===== src/rtl/line_fill_unit_pkg.sv =====
// Shared types and constants for the line fill unit.
// Line geometry and FSM state encoding live here.
package line_fill_unit_pkg;

  typedef enum logic [1:0] {
    IDLE  = 2'd0,
    READ  = 2'd1,
    WRITE = 2'd2,
    DONE  = 2'd3
  } state_e;

  localparam int LINE_WORDS   = 4;
  localparam int WORD_OFF_MSB = 3;
  localparam int WORD_OFF_LSB = 2;
  localparam int LINE_W       = 128;

  typedef logic [1:0] slot_t;

  // Beat index wraps inside the line: 2-bit add.
  function automatic slot_t beat_slot(
    input slot_t off,
    input slot_t bc
  );
    return off + bc;
  endfunction

endpackage


===== src/rtl/line_fill_unit_line_buffer.sv =====
// 4x32 line register file, one slot written per beat.
// Whole line is visible in parallel on the output.
module line_buffer
  import line_fill_unit_pkg::*;
(
  input  logic              clock,
  input  logic              reset,
  input  logic              we,
  input  slot_t             slot,
  input  logic [31:0]       wdata,
  output logic [LINE_W-1:0] line
);

  logic [31:0] slot_q [LINE_WORDS];

  always_ff @(posedge clock or posedge reset) begin
    if (reset) begin
      for (int i = 0; i < LINE_WORDS; i++) begin
        slot_q[i] <= '0;
      end
    end else if (we) begin
      slot_q[slot] <= wdata;
    end
  end

  always_comb begin
    line = '0;
    for (int i = 0; i < LINE_WORDS; i++) begin
      line[32*i +: 32] = slot_q[i];
    end
  end

endmodule


===== src/rtl/line_fill_unit.sv =====
// Cache line refill and write-through engine.
// Critical-word-first wrapped refill, single-word stores.
module line_fill_unit
  import line_fill_unit_pkg::*;
#(
  parameter int MEM_LAT = 2
) (
  input  logic              clock,
  input  logic              reset,
  input  logic              rd,
  input  logic              wr,
  input  logic [31:0]       addr,
  input  logic [31:0]       wdata,
  output logic              ready,
  output logic              busy,
  output logic              word_valid,
  output logic [31:0]       word_data,
  output logic [LINE_W-1:0] line_data,
  output logic              mem_read,
  output logic              mem_write,
  output logic [31:0]       mem_addr,
  output logic [31:0]       mem_wdata,
  input  logic [31:0]       mem_rdata
);

  localparam int WCW =
    (MEM_LAT > 1) ? $clog2(MEM_LAT) : 1;
  localparam logic [WCW-1:0] WC_LAST =
    WCW'(MEM_LAT - 1);

  state_e         state;
  logic [WCW-1:0] wc;
  slot_t          bc;
  logic [31:4]    base_q;
  slot_t          off_q;

  logic  beat_end;
  logic  buf_we;
  slot_t buf_slot;
  slot_t next_off;
  logic  unused_addr_bits;

  assign unused_addr_bits = ^addr[1:0];

  assign beat_end = (wc == WC_LAST);
  assign buf_we   = (state == READ) && beat_end;
  assign buf_slot = beat_slot(off_q, bc);
  assign next_off = beat_slot(off_q, bc + 2'd1);

  line_buffer u_buf (
    .clock (clock),
    .reset (reset),
    .we    (buf_we),
    .slot  (buf_slot),
    .wdata (mem_rdata),
    .line  (line_data)
  );

  always_ff @(posedge clock or posedge reset) begin
    if (reset) begin
      state      <= IDLE;
      wc         <= '0;
      bc         <= '0;
      base_q     <= '0;
      off_q      <= '0;
      ready      <= 1'b0;
      busy       <= 1'b0;
      word_valid <= 1'b0;
      word_data  <= '0;
      mem_read   <= 1'b0;
      mem_write  <= 1'b0;
      mem_addr   <= '0;
      mem_wdata  <= '0;
    end else begin
      ready      <= 1'b0;
      word_valid <= 1'b0;
      unique case (state)
        IDLE: begin
          wc <= '0;
          bc <= '0;
          if (wr) begin
            state     <= WRITE;
            busy      <= 1'b1;
            mem_write <= 1'b1;
            mem_addr  <= {addr[31:2], 2'b00};
            mem_wdata <= wdata;
          end else if (rd) begin
            state    <= READ;
            busy     <= 1'b1;
            mem_read <= 1'b1;
            base_q   <= addr[31:4];
            off_q    <= addr[WORD_OFF_MSB:WORD_OFF_LSB];
            mem_addr <= {addr[31:2], 2'b00};
          end
        end
        READ: begin
          if (beat_end) begin
            wc <= '0;
            bc <= bc + 2'd1;
            // First beat is the word the core is waiting on.
            if (bc == 2'd0) begin
              word_data  <= mem_rdata;
              word_valid <= 1'b1;
            end
            if (bc == 2'd3) begin
              state    <= DONE;
              mem_read <= 1'b0;
              ready    <= 1'b1;
            end else begin
              mem_addr <= {base_q, next_off, 2'b00};
            end
          end else begin
            wc <= wc + WCW'(1);
          end
        end
        WRITE: begin
          if (beat_end) begin
            wc        <= '0;
            state     <= DONE;
            mem_write <= 1'b0;
            ready     <= 1'b1;
          end else begin
            wc <= wc + WCW'(1);
          end
        end
        DONE: begin
          state <= IDLE;
          busy  <= 1'b0;
        end
      endcase
    end
  end

endmodule


===== config.mk =====
export PLATFORM = sky130hd
export DESIGN_NAME = line_fill_unit
export DESIGN_NICKNAME = d
export VERILOG_FILES = /design/src/rtl/line_fill_unit_pkg.sv /design/src/rtl/line_fill_unit_line_buffer.sv /design/src/rtl/line_fill_unit.sv
export SDC_FILE = /design/constraint.sdc
export NUM_CORES = 1
export LEC_CHECK = 0
export ABC_AREA = 1
export CORE_AREA = 8 8 168 170
export DETAILED_ROUTE_END_ITERATION = 12
export DIE_AREA = 0 0 176 178
export PLACE_DENSITY_LB_ADDON = 0.1
export SLEW_MARGIN = 30
export SYNTH_ARGS = -nofsm -noshare
export SYNTH_HDL_FRONTEND = slang
export SYNTH_SLANG_ARGS = --single-unit

===== constraint.sdc =====
create_clock -name clock -period 8.1 [get_ports clock]
set_input_delay 1.62 -clock clock [delete_from_list [all_inputs] [get_ports clock]]
set_output_delay 1.62 -clock clock [all_outputs]
set_load 0.01 [all_outputs]

# Yosys cells after proc, flatten, opt, wreduce, memory -nomap -nowiden
# Index checks and enable logic that the tools add are counted.
[word_totals]
regBits = 264
inputBits = 100
out_inout_bits = 229
wordCells = 90
[classes]
add_sub_neg = 4
n_lt_le_gt_ge = 2
eq_ne = 12
muxes = 35
bitwise = 2
reduce_logical = 18
[ops]
columns = ["op", "count"]
rows = [
  ["$mux W32", 5],
  ["$bwmux W128", 1],
  ["$demux W32 S2", 1],
  ["$pmux W32 S2", 1],
  ["$mux W1", 14],
  ["$mux W2", 6],
  ["$ne A2 B2 Y1 const B", 6],
  ["$pmux W1 S2", 5],
  ["$reduce_and A3 Y1", 3],
  ["$pmux W2 S4", 1],
  ["$reduce_and A4 Y1", 2],
  ["$reduce_bool A2 Y1", 4],
  ["$eq A2 B2 Y1 const B", 3],
  ["$reduce_and A2 Y1", 3],
  ["$reduce_and A5 Y1", 1],
  ["$add A2 B2 Y2", 2],
  ["$logic_not A2 Y1", 2],
  ["$pmux W2 S2", 1],
  ["$ge A3 B3 Y1 const B", 1],
  ["$lt A3 B1 Y1 const B", 1],
  ["$ne A3 B3 Y1 const B", 1],
  ["$not A2 Y3", 1],
  ["$add A2 B1 Y2 const B", 1],
  ["$eq A2 B1 Y1 const B", 1],
  ["5 further kinds", 6],
]

# Depth between registers and ports, before layout
[logic_depth]
ltp_word = 7
depth_mapped = 11

# By module
# From an unflattened synthesis, not the netlist that was laid out.
[hier_totals]
hier_cells = 1193
area_unflattened_um2 = 10924.2
[by_module_without_submodules]
columns = ["module", "n_inst", "cells_each", "area_each_um2"]
rows = [
  ["line_fill_unit", 1, 623, 5731.7],
  ["line_buffer", 1, 570, 5192.5],
]

# Least setup slack after synthesis
# Ideal clock, no wire load.
[synth_timing]
path_type = "input to register"
start = "input port wr"
end = "register mem_addr[10]"
setup_ns = 0.117
arrival_time_ns = 2.368
required_ns = 7.983
slack_ns = 5.615
cell_stages = 8
path_buffers = 2
path_cell_list = "nor2_1 -> nand2_1 -> nand3_2 -> inv_2 -> buf_4 -> buf_4 -> nand2_1 -> nand2_1"
[synth_via]
elab_chain_len = 2
word_cells_on_any_way = 4
classes_between = "eq/ne: 1; mux: 2; reduce/logical: 1"
[synth_rtl]
columns = ["item", "line", "text"]
rows = [
  ["from (decl)", "line_fill_unit.sv:11", "input logic wr,"],
  ["$ne A3 B3 Y1 (no source line) / $mux W32 (equally long branches)", "n/a", ""],
  ["$reduce_and A4 Y1 (no source line) / $pmux W32 S2 (equally long branches)", "n/a", ""],
  ["to (signal assigned)", "line_fill_unit.sv:85", "mem_addr <= {addr[31:2], 2'b00};"],
  ["to (signal assigned)", "line_fill_unit.sv:93", "mem_addr <= {addr[31:2], 2'b00};"],
  ["to (signal assigned)", "line_fill_unit.sv:110", "mem_addr <= {base_q, next_off, 2'b00};"],
  ["to (decl)", "line_fill_unit.sv:21", "output logic [31:0] mem_addr,"],
]
# Parallel ways exist; a longest one is shown, timed or not.
# A chain may end at the register's enable or synchronous reset.

# Final worst setup path
[layout_timing]
start = "input port rd"
end = "register mem_addr[21]"
[layout_via]
elab_chain_len = 2
[layout_rtl]
columns = ["item", "line", "text"]
rows = [
  ["from (decl)", "line_fill_unit.sv:10", "input logic rd,"],
  ["$ne A3 B3 Y1 (no source line)", "n/a", ""],
  ["$reduce_and A4 Y1 (no source line)", "n/a", ""],
]
# Every way passes these cells.

==> results.toml <==
[outcome]
outcome = "completed"

[logic_synthesis]
ys_seq_area_share_pct = 60.87
yosys_warnings = 0
synth_area_leaders = "dfrtp_1, nand2_1, nand3_1, o21ai_0, buf_2"
syn_avg_cell_area_um2 = 8.590
ys_seq_elements = 262
yosysTopAreaCell = "dfrtp_1"
synthCells = 1254
synth_cell_types = 17
synth_area_mm2 = 0.01077
yosys.area.top_type_share_pct = 60.87

[global_route]
grt_pass1_wl_um = 54430
grt_overflow = 0
grt_pass1_vias = 9585
grt_antenna_before_repair = 0
grt_util_all_layers_pct = 21.63
grt_max_degree = 145

[timing]
fin_crit_ns = 3.504
tns_ns = 0
skew_ns = 0.01481
fmax_ghz = 0.2854
period_share_pct = 43.26
fin_ws_ns = 4.596
relSlewSlack_pct = 44.78
worst_pin_slew_ns = 0.8283
hold_viol = 0
rsz0062_at_grt = "false"
finalSetupViolations = 0
drv_slew = 0

[die]
die_area_mm2 = 0.03133
row_count = 59
initial_core_util_pct = 42.05
coreArea_mm2 = 0.02562
dieHeight_um = 178
ios = 329
die_w_um = 176

[clocking]
cts_resized = 0
cts.sinks = 262
cts_tree = "yes"
path_clk_slew_ns = 0.06
root_buffer = "clkbuf_16"
numCtsBuffers = 29
holdBufCountCts = 0
htreeDepth = 1
cts_buffer_depth = 3
post_cts_buffers = 0
worstSkewPairLatency_ns = 0.54

[routing]
vias_per_cell = 4.950
post_drt_wl_per_cell_um = 18.05
ant_nets = 0
initialDrtViolationCount = 962
drc_errors = 0
drt_wl_total_um = 34410
drtPass1Iterations = 5
vias = 9435

[placement]
routabilityCongestion = 0.8055
dpl-instance-area_mm2 = 0.01423
numPortBuffers = 324
place_ws_ns = 4.063
dp.cells = 1855
dp_hpwl_um = 22520

[min_path]
hp-class = "flip-flop to flip-flop"
worstHoldEndpoint = "word_data[5]"
hp-start = "word_data[5]"
hold_depth = 2

[worst_setup_path]
rr_endpoint = "u_buf.line[105]"
slowest_delay_ns = 0.74
crit_buf_inv = 2
crit_arrival_ns = 3.97
r2r_cells = 9
reg2reg_slack_ns = 4.96
crit_top_cell = "nand2_1"
critical_path.cell_chain = "clkdlybuf4s50_1 -> nor2_1 -> nand2_1 -> nand3_2 -> inv_2 -> nand2_1 -> nand2_1"
path_delay_family = "buffers and inverters"
crit_slowest_cell = "inv_2"
r2r-start = "state[1]"
cp_data_required_time_ns = 8.57
path_max_fanout = 32
worstSetupPathType = "input pin to flip-flop"
start_kind = "input pin"
end_kind = "flip-flop"

[pwr]
p_sw_share_pct = 37.80
max-vdd-ir-drop_mv = 0.2055
cellLeakagePower_nw = 7.393
p_per_area_mw_per_mm2 = 433.5
pwr-share-comb_pct = 45.7
power.switching_mw = 2.484
p_int_mw = 4.087
clock_power_share_pct = 19.2
seqPwrFrac_pct = 35.1

[finish]
area_delta_synth_final_pct = 40.75
stdcell_count = 1906
fin_nets = 1662
fillCellCount = 2282
n_antenna_cell = 0
final_util_pct = 59.19
final_cell_area_mm2 = 0.01516
drive_gt1_share_pct = 4.265

[flow_run]
cap_violations = 0
layer usage:
layer	vias to the layer above	wire length (µm)	GRT usage, %
li1	4526	-	-
met1	4508	14560	28.36
met2	359	15450	33.83
met3	42	3611	7.409
met4	0	776	5.722
met5	-	0	0
how the worst max path moves through the flow:
| stage | start | endpoint | depth (start not counted) |
|---|---|---|---|
| floorplan | reset | base_q[10] | 1 |
| global placement | wr | mem_addr[21] | 7 |
| detailed placement | wr | mem_addr[13] | 7 |
| CTS | wr | mem_addr[22] | 7 |
| global route | rd | mem_addr[8] | 7 |
| finish | rd | mem_addr[21] | 7 |
sequential cells by signal (all words and copies together), names as in the netlist:
signal / count
bc: 2
mem_wdata: 32
u_buf.line: 128
mem_read: 1
mem_write: 1
ready: 1
word_data: 32
off_q: 2
base_q: 28
beat_end: 1
word_valid: 1
busy: 1
state: 2
mem_addr: 30
Yosys cell counts, drive strengths merged:
library cell	instances
a21oi	1
a21boi	1
buf	51
nand3	172
conb	1
nor2	12
ha	11
clkinv	1
inv	48
o21ai	71
nand2	600
clkbuf	23
dfrtp	262
power groups by stage:
stage                     clock network, mW  logic (mW)  registers, mW
final                                  1.26        3.00           2.31
after global routing                   1.35        3.32           2.39
after CTS                              1.29        3.05           2.31
after detailed placement                  0        3.04           2.32
after global placement                    0        3.00           2.30
after floorplan                           0        1.16           2.55
final cells by class:
class | count | area, µm² | area share [%]
Sequential cell | 262 | 6556 | 43.25
Multi-Input combinational cell | 870 | 3721 | 24.54
Timing Repair Buffer | 339 | 3372 | 22.24
Clock buffer | 45 | 845.8 | 5.579
Tap cell | 335 | 419.2 | 2.765
Inverter | 49 | 187.7 | 1.238
Clock inverter | 6 | 58.81 | 0.3879
placed cells by master (no fill, tap or decap), types with 3 or more instances in the layout:
cell,netlist,layout
nand2_1,600,598
clkdlybuf4s50_1,0,324
dfrtp_1,262,262
nand3_1,171,170
o21ai_0,71,71
inv_1,46,44
clkbuf_16,0,29
buf_4,6,13
nor2_1,11,10
ha_1,11,10
clkbuf_1,23,10
clkbuf_8,0,6
clkinv_2,0,4
inv_2,2,3
worst reg2reg max path: cells and delay by family (launching register included):
family,cells,cell delay (ns)
buf+inv,3,1.24
simple gates,5,1.03
flops,1,0.42
fa+ha+maj,1,0.34
cell families after synthesis:
group           share of synthesized area [%]
compound gates                          3.415
fa+ha+maj                               1.278
buf+inv                                 5.018
flops                                   60.87
other cells                           0.03481
simple gates                            29.39
per-stage QoR:
step	hold slack [ns]	power, mW
after detailed placement	0.4586	5.356
after global placement	0.4534	5.299
after CTS	0.4722	6.650
after floorplan	0.4529	3.710
after global routing	0.4922	7.059
final	0.4708	6.572
Note: power is estimated with default switching activity, not from simulation.
